<file path="src/rtl/mem_ctrl_pkg.sv">
// Shared types and helpers for the main-memory fill scheduler.
// Block geometry is derived from WORDS_PER_BLK and the memory word width.
package mem_ctrl_pkg;

    localparam int ADDR_W        = 16;
    localparam int DATA_W        = 16;
    localparam int WORDS_PER_BLK = 8;
    localparam int OFF_W         = $clog2(WORDS_PER_BLK);
    localparam int BYTE_W        = $clog2(DATA_W / 8);
    localparam int BLK_W         = OFF_W + BYTE_W;

    typedef enum logic [1:0] {IDLE, WRITE, FILL, DRAIN} sched_state_t;
    typedef enum logic {OWN_I, OWN_D} owner_t;

    typedef logic [ADDR_W-1:0] addr_t;
    typedef logic [DATA_W-1:0] data_t;
    typedef logic [OFF_W-1:0]  off_t;

    function automatic addr_t blk_base(input addr_t a);
        return a & ~addr_t'((1 << BLK_W) - 1);
    endfunction

    function automatic addr_t word_addr(input addr_t base, input off_t off);
        return base | (addr_t'(off) << BYTE_W);
    endfunction

    function automatic off_t word_off(input addr_t a);
        return a[BLK_W-1:BYTE_W];
    endfunction

endpackage

</file>
<file path="src/rtl/mem_fill_sched_if.sv">
// Shared main-memory port: the scheduler drives it as master, the memory
// model answers as slave.
interface mem_fill_sched_if;

    logic                 mem_enable;
    logic                 mem_wr;
    mem_ctrl_pkg::addr_t  mem_addr;
    mem_ctrl_pkg::data_t  mem_wdata;
    logic                 mem_data_valid;
    mem_ctrl_pkg::data_t  mem_rdata;

    modport master (
        output mem_enable, mem_wr, mem_addr, mem_wdata,
        input  mem_data_valid, mem_rdata
    );

    modport slave (
        input  mem_enable, mem_wr, mem_addr, mem_wdata,
        output mem_data_valid, mem_rdata
    );

endinterface

</file>
<file path="src/rtl/rr_arb2.sv">
// Two-way round-robin arbiter between the I-cache and D-cache miss paths.
// The pointer only moves when a fill is taken while both sides were asking.
module rr_arb2
    import mem_ctrl_pkg::*;
(
    input  logic   clk,
    input  logic   rst_n,
    input  logic   req_icache_i,
    input  logic   req_dcache_i,
    input  logic   take_i,
    output logic   valid_o,
    output owner_t win_o
);

    owner_t ptr_q;

    // NOTE: every always_comb output gets a value on every path, so no latch is inferred.
    always_comb begin
        valid_o = req_icache_i | req_dcache_i;
        win_o   = OWN_I;
        if (req_icache_i && req_dcache_i) begin
            win_o = ptr_q;
        end else if (req_dcache_i) begin
            win_o = OWN_D;
        end
    end

    // NOTE: sequential state uses non-blocking assignments so all flops update together.
    always_ff @(posedge clk or negedge rst_n) begin
        if (!rst_n) begin
            ptr_q <= OWN_I;
        end else if (take_i && req_icache_i && req_dcache_i) begin
            ptr_q <= (win_o == OWN_I) ? OWN_D : OWN_I;
        end
    end

endmodule

</file>
<file path="src/rtl/mem_fill_sched.sv">
// Main-memory port scheduler: write-through stores, then round-robin block fills.
// Define CRITICAL_WORD_FIRST_EN to start each fill at the missing word.
module mem_fill_sched
    import mem_ctrl_pkg::*;
(
    input  logic   clk,
    input  logic   rst_n,
    input  logic   i_miss,
    input  addr_t  i_miss_addr,
    input  logic   d_miss,
    input  addr_t  d_miss_addr,
    input  logic   d_wr_req,
    input  addr_t  d_wr_addr,
    input  data_t  d_wr_data,
    mem_fill_sched_if.master mem,
    output data_t  fill_data,
    output off_t   fill_word_idx,
    output logic   i_fill_we,
    output logic   d_fill_we,
    output logic   i_fill_done,
    output logic   d_fill_done,
    output logic   d_wr_done,
    output logic   busy
);

    sched_state_t state_q;
    owner_t       owner_q;
    addr_t        base_q;
    off_t         start_off_q;
    off_t         issue_cnt_q;
    off_t         recv_cnt_q;
    logic         mem_enable_q;
    logic         mem_wr_q;
    addr_t        mem_addr_q;
    data_t        mem_wdata_q;
    logic         i_done_q;
    logic         d_done_q;
    logic         wr_done_q;

    logic         arb_valid;
    owner_t       arb_win;
    logic         done_any;
    logic         take_fill;
    logic         accept;
    logic         last_ret;
    addr_t        miss_addr;
    addr_t        grant_base;
    off_t         grant_off;

    rr_arb2 u_arb (
        .clk          (clk),
        .rst_n        (rst_n),
        .req_icache_i (i_miss),
        .req_dcache_i (d_miss),
        .take_i       (take_fill),
        .valid_o      (arb_valid),
        .win_o        (arb_win)
    );

    // A done pulse blocks the grant so a still-asserted request is not served twice.
    always_comb begin
        done_any   = i_done_q | d_done_q | wr_done_q;
        take_fill  = (state_q == IDLE) && !done_any && !d_wr_req && arb_valid;
        miss_addr  = (arb_win == OWN_D) ? d_miss_addr : i_miss_addr;
        grant_base = blk_base(miss_addr);
`ifdef CRITICAL_WORD_FIRST_EN
        grant_off  = word_off(miss_addr);
`else
        grant_off  = '0;
`endif
        accept     = mem.mem_data_valid && ((state_q == FILL) || (state_q == DRAIN));
        last_ret   = accept && (recv_cnt_q == off_t'(WORDS_PER_BLK - 1));
    end

    always_ff @(posedge clk or negedge rst_n) begin
        if (!rst_n) begin
            state_q      <= IDLE;
            owner_q      <= OWN_I;
            base_q       <= '0;
            start_off_q  <= '0;
            issue_cnt_q  <= '0;
            recv_cnt_q   <= '0;
            mem_enable_q <= 1'b0;
            mem_wr_q     <= 1'b0;
            mem_addr_q   <= '0;
            mem_wdata_q  <= '0;
            i_done_q     <= 1'b0;
            d_done_q     <= 1'b0;
            wr_done_q    <= 1'b0;
        end else begin
            i_done_q  <= 1'b0;
            d_done_q  <= 1'b0;
            wr_done_q <= 1'b0;
            case (state_q)
                IDLE: begin
                    if (!done_any && d_wr_req) begin
                        state_q      <= WRITE;
                        mem_enable_q <= 1'b1;
                        mem_wr_q     <= 1'b1;
                        mem_addr_q   <= d_wr_addr;
                        mem_wdata_q  <= d_wr_data;
                    end else if (take_fill) begin
                        state_q      <= FILL;
                        owner_q      <= arb_win;
                        base_q       <= grant_base;
                        start_off_q  <= grant_off;
                        issue_cnt_q  <= '0;
                        recv_cnt_q   <= '0;
                        mem_enable_q <= 1'b1;
                        mem_wr_q     <= 1'b0;
                        mem_addr_q   <= word_addr(grant_base, grant_off);
                    end
                end
                WRITE: begin
                    state_q      <= IDLE;
                    mem_enable_q <= 1'b0;
                    mem_wr_q     <= 1'b0;
                    mem_addr_q   <= '0;
                    mem_wdata_q  <= '0;
                    wr_done_q    <= 1'b1;
                end
                FILL: begin
                    if (issue_cnt_q == off_t'(WORDS_PER_BLK - 1)) begin
                        state_q      <= DRAIN;
                        mem_enable_q <= 1'b0;
                        mem_addr_q   <= '0;
                    end else begin
                        issue_cnt_q <= issue_cnt_q + off_t'(1);
                        mem_addr_q  <= word_addr(base_q, start_off_q + issue_cnt_q + off_t'(1));
                    end
                end
                DRAIN: ;
                default: state_q <= IDLE;
            endcase

            // Returns arrive in issue order, so a counter is enough to place each word.
            if (accept) begin
                recv_cnt_q <= recv_cnt_q + off_t'(1);
                if (last_ret) begin
                    state_q      <= IDLE;
                    recv_cnt_q   <= '0;
                    start_off_q  <= '0;
                    issue_cnt_q  <= '0;
                    mem_enable_q <= 1'b0;
                    mem_addr_q   <= '0;
                    if (owner_q == OWN_I) begin
                        i_done_q <= 1'b1;
                    end else begin
                        d_done_q <= 1'b1;
                    end
                end
            end
        end
    end

    assign mem.mem_enable = mem_enable_q;
    assign mem.mem_wr     = mem_wr_q;
    assign mem.mem_addr   = mem_addr_q;
    assign mem.mem_wdata  = mem_wdata_q;

    assign fill_data     = mem.mem_rdata;
    assign fill_word_idx = start_off_q + recv_cnt_q;
    assign i_fill_we     = accept && (owner_q == OWN_I);
    assign d_fill_we     = accept && (owner_q == OWN_D);
    assign i_fill_done   = i_done_q;
    assign d_fill_done   = d_done_q;
    assign d_wr_done     = wr_done_q;
    assign busy          = (state_q != IDLE);

endmodule

</file>
<file path="src/flat_wrapper.sv">
// flat-port wrapper written by rule: the top's interface ports become plain ports
module mem_fill_sched_flat import mem_ctrl_pkg::*;
  (clk, rst_n, i_miss, i_miss_addr, d_miss, d_miss_addr, d_wr_req, d_wr_addr, d_wr_data, fill_data, fill_word_idx, i_fill_we, d_fill_we, i_fill_done, d_fill_done, d_wr_done, busy, mem_mem_enable, mem_mem_wr, mem_mem_addr, mem_mem_wdata, mem_mem_data_valid, mem_mem_rdata);
  mem_fill_sched_if mem_i ();
  input  logic clk;
  input  logic rst_n;
  input  logic i_miss;
  input  addr_t i_miss_addr;
  input  logic d_miss;
  input  addr_t d_miss_addr;
  input  logic d_wr_req;
  input  addr_t d_wr_addr;
  input  data_t d_wr_data;
  output data_t fill_data;
  output off_t fill_word_idx;
  output logic i_fill_we;
  output logic d_fill_we;
  output logic i_fill_done;
  output logic d_fill_done;
  output logic d_wr_done;
  output logic busy;
  output wire logic [$bits(mem_i.mem_enable)-1:0] mem_mem_enable;
  output wire logic [$bits(mem_i.mem_wr)-1:0] mem_mem_wr;
  output wire logic [$bits(mem_i.mem_addr)-1:0] mem_mem_addr;
  output wire logic [$bits(mem_i.mem_wdata)-1:0] mem_mem_wdata;
  input wire logic [$bits(mem_i.mem_data_valid)-1:0] mem_mem_data_valid;
  input wire logic [$bits(mem_i.mem_rdata)-1:0] mem_mem_rdata;
  assign mem_mem_enable = mem_i.mem_enable;
  assign mem_mem_wr = mem_i.mem_wr;
  assign mem_mem_addr = mem_i.mem_addr;
  assign mem_mem_wdata = mem_i.mem_wdata;
  assign mem_i.mem_data_valid = mem_mem_data_valid;
  assign mem_i.mem_rdata = mem_mem_rdata;
  mem_fill_sched u_core (.clk(clk), .rst_n(rst_n), .i_miss(i_miss), .i_miss_addr(i_miss_addr), .d_miss(d_miss), .d_miss_addr(d_miss_addr), .d_wr_req(d_wr_req), .d_wr_addr(d_wr_addr), .d_wr_data(d_wr_data), .mem(mem_i), .fill_data(fill_data), .fill_word_idx(fill_word_idx), .i_fill_we(i_fill_we), .d_fill_we(d_fill_we), .i_fill_done(i_fill_done), .d_fill_done(d_fill_done), .d_wr_done(d_wr_done), .busy(busy));
endmodule
</file>
<file path="config.mk">
export PLATFORM = sky130hd
export DESIGN_NAME = mem_fill_sched_flat
export DESIGN_NICKNAME = d
export VERILOG_FILES = /design/src/rtl/mem_ctrl_pkg.sv /design/src/rtl/mem_fill_sched_if.sv /design/src/rtl/rr_arb2.sv /design/src/rtl/mem_fill_sched.sv /design/src/flat_wrapper.sv
export SDC_FILE = /design/constraint.sdc
export NUM_CORES = 1
export LEC_CHECK = 0
export ABC_AREA = 1
export CAP_MARGIN = 5
export CORE_UTILIZATION = 26
export CTS_CLUSTER_DIAMETER = 40
export DETAILED_ROUTE_END_ITERATION = 10
export SYNTH_ARGS = -nofsm -noshare
export SYNTH_HDL_FRONTEND = slang
export SYNTH_SLANG_ARGS = --single-unit
export TNS_END_PERCENT = 10
</file>
<file path="constraint.sdc">
create_clock -name clk -period 1.7 [get_ports clk]
set_clock_uncertainty 0.1 [all_clocks]
set_input_delay 0.34 -clock clk [delete_from_list [all_inputs] [get_ports clk]]
set_output_delay 0.34 -clock clk [all_outputs]
set_load 0.05 [all_outputs]
</file>
==> metrics.md <==
| Metric | Value |
|---|---|
| Status | complete, but fails checks |
| Failing checks | setup timing |
| Yosys warnings | 0 |
| Vias in the first global route | 2855 |
| Die Height | approximately 120 um |
| Crit path buf inv count | 2 |
| Synth-to-layout area growth | 57.7% |
| R2R Path Start | u_core.start_off_q[0]$_DFF_PN0_ |
| Mapped Cells | around 420 |
| Setup TNS Final | -0.944 ns |
| Clock Pin Slew Worst Setup and Hold Paths | ~0.050 ns |
| Drt first pass iters | 4 |
| Startpoint Class | flop |
| Clk root buf | clkbuf_16 |
| Number of core rows | between 40 and 50 |
| Worst rel slew slack | between 80% and 90% |
| # IOs | around 150 |
| First-pass GRT wire length | about 14000 um |
| Gp weighted congestion | roughly 0.82 |
| Delay-heaviest family, CP | adder cells |
| CP Launch Point | u_core.start_off_q[0]$_DFF_PN0_ |
| Unrepaired setup endpoints after global routing | true |
| I/O Buffers | ~100 |
| Clk pwr share | 15.9% |
| Die W | between 100 and 150 um |
| Largest net degree at the start of global routing | 55 |
| LEAKAGE | roughly 2.5 nW |
| Placed cell count | about 700 |
| Overflow after GRT | 0 |
| Cell Chain, Critical Path | ha_1 > inv_2 > fa_2 > xnor2_4 > xor2_4 > buf_12 |
| Largest area contributor in the netlist | dfrtp_1 |
| Setup WS post-layout | -0.503 ns |
| Proportion of layout cells with a drive suffix above 1 | approximately 28% |
| Pwr dens | about 1900 mW/mm^2 |
| Non-Filler Instances | roughly 720 |
| Net Sw Frac | 43.7% |
| Number of setup buffers added after CTS | 0 |
| Antenna cell count | 0 |
| Clk_lat worst skew | roughly 0.32 ns |
| Total net switching power | around 4.4 mW |
| CTS tree | yes |
| Max stage delay cell, worst path | fa_2 |
| Clock buffer count from CTS | 9 |
| Via-to-Cell Ratio | about 4.2 |
| CTS H-tree lvls | 3 |
| Worst Setup End Kind | output pin |
| R2R depth | 9 |
| Core area | 0.0127 mm^2 |
| Fin crit period | roughly 2.2 ns |
| Crit Path Max Fanout | 2 |
| GRT Overall Usage | 13.6% |
| Final hold violation count | 0 |
| Bufs on Longest Clock Path | 2 |
| Slowest cell delay on critical path | approximately 0.37 ns |
| # DRC | 0 |
| Worst Path Arrival | approximately 1.8 ns |
| Sequential Power Share | around a quarter |
| Starting Density | a little over a quarter |
| Max Cap Viol | 0 |
| Fmax | about 450 MHz |
| Routed WL per cell | 12.3 um |
| Logic pwr share | between 50 and 60% |
| Fill cell count | 1275 |
| Worst VDD drop | 619 uV |
| 1st-iter DRT viols | between 100 and 150 |
| CTS sink count | just over 60 |
| Final setup viols | 3 |
| Die footprint | around 0.014 mm^2 |
| Syn Nets | just over 500 |
| Sequential share of the synthesized area | a little under half |
| Worst Hold Class | in2async |
| Yosys top cell area share | between 40% and 50% |
| Initial antenna violation count | 0 |
| Pint | approximately 5.7 mW |
| Layout Nets | 635 |
| CP Depth | 6 |
| Final Cycle Share | 130% |
| Distinct cell type count after synthesis | 28 |
| Routed Antenna Nets | 0 |
| Final wirelength | between 8000 and 9000 um |
| Synth top area cells | dfrtp_1, nand2_1, inv_1 |
| Mapped Area | between 0.003 and 0.004 mm^2 |
| Critical path type | reg2out |
| Avg Inst Size Synth | approximately 8.1 um^2 |
| Measured slew at the worst slew-check pin | 0.298 ns |
| Vias | 2985 |
| Max Slew Vio Count | 0 |
| Synth Register Bits | 62 |
| Post-DP HPWL | just under 7000 um |
| CP Data Required Time | between 1 and 1.5 ns |
flip-flops by register name (all words and copies together), names as in the netlist, 2 cells and up:
register,flops
u_core.issue_cnt_q,3
u_core.mem.mem_addr,16
u_core.recv_cnt_q,3
u_core.start_off_q,3
u_core.base_q,12
u_core.mem.mem_wdata,16
u_core.state_q,2
what timing repair did:
item                       4_1_cts  5_1_grt
hold buffers                     1        0
gates resized for setup          9        6
hold endpoints to repair         8        0
cloned                           0        0
setup endpoints to repair        5       23
pin swaps                        3        1
power by group through the flow:
stage / Sequential (mW) / Clock [mW] / Combinational (mW)
detailed placement: 2.57 / 0 / 5.90
CTS: 2.56 / 1.66 / 5.97
global placement: 2.55 / 0 / 5.78
floorplan: 3.48 / 0 / 2.58
finish: 2.56 / 1.60 / 5.93
global route: 2.63 / 1.71 / 6.40
placed cells by master (no fill, tap or decap), types with 3 or more instances in the layout:
cell type / Yosys / routed
a21oi_1: 18 / 17
a21oi_2: 11 / 12
buf_12: 0 / 35
buf_4: 20 / 41
clkbuf_16: 0 / 9
clkdlybuf4s50_1: 0 / 60
dfrtp_1: 62 / 62
ha_1: 5 / 3
inv_1: 51 / 49
inv_2: 4 / 6
nand2_1: 111 / 109
nand2_2: 12 / 14
nand2_4: 4 / 4
nand3_1: 11 / 11
nand3b_1: 11 / 11
nor2_1: 31 / 28
nor2_2: 11 / 12
nor2_4: 4 / 6
o21ai_0: 34 / 34
routing by layer:
metal	global-route usage [%]	up-vias	routed length, um
li1	-	1533	-
met1	17.3	1337	4150
met2	22.4	102	3990
met3	2.34	13	514
met4	6.33	0	138
met5	0	-	0
synthesized netlist by cell type:
cell	count
dfrtp_1	62
nor2_4	4
nor2_1	31
xor2_1	1
nor3_1	1
nand2_4	4
nor2_2	11
inv_1	51
nand3b_1	11
o211ai_1	1
buf_4	20
buf_2	8
or2_2	1
o21ai_1	1
a21oi_1	18
o21ai_0	34
inv_2	4
a21oi_2	11
fa_1	2
xnor2_1	1
nand2_2	12
ha_1	5
nand3_1	11
buf_6	3
nand3_2	1
nand2_1	111
o21bai_1	1
a21boi_0	1
stage by stage:
stage	power [mW]	instance area, um^2	hold WS [ns]	setup WS [ns]	util [%]
after floorplan	6.06	3450	-0.0556	-0.289	-
after global placement	8.33	5070	0.115	-0.219	39.9
after detailed placement	8.47	5070	0.111	-0.239	39.9
after CTS	10.2	5370	0.309	-0.526	42.2
after global routing	10.7	5380	0.329	-0.584	42.3
final	10.1	5380	0.306	-0.503	42.3
cell type report:
class	count	area (um^2)	area share, %
clock buffer	12	246	4.58
timing repair buffer	140	1650	30.6
sequential	62	1550	28.8
tap	172	215	4.00
clock inverter	2	10.0	0.186
inverter	55	206	3.84
multi-input combinational	274	1500	28.0
cell families (layout without fill, tap and decap cells):
group	count (synthesis)	count (layout)	synth area share, %
DFF	62	62	45.5
adders and majority gates	7	7	3.01
and+or+nand+nor	198	198	27.1
xor gates and xnor gates	2	2	0.513
AOI/OAI and AO/OA	67	67	11.3
buffers and inverters	86	209	12.6
final timing paths:
check | slack [ns] | endpoint
worst max-delay path | -0.50 | fill_word_idx[2]
worst min-delay path | 0.31 | u_core.recv_cnt_q[1]$_DFFE_PN0P_
worst max register to register | -0.11 | u_core.mem.mem_addr[3]$_DFF_PN0_
worst min register to register | 0.39 | u_core.base_q[8]$_DFFE_PN0P_
max in group asynchronous | 0.63 | u_core.mem.mem_wdata[14]$_DFFE_PN0P_
min in group clk | 0.39 | u_core.base_q[8]$_DFFE_PN0P_
(Power assumes the default switching activity.)
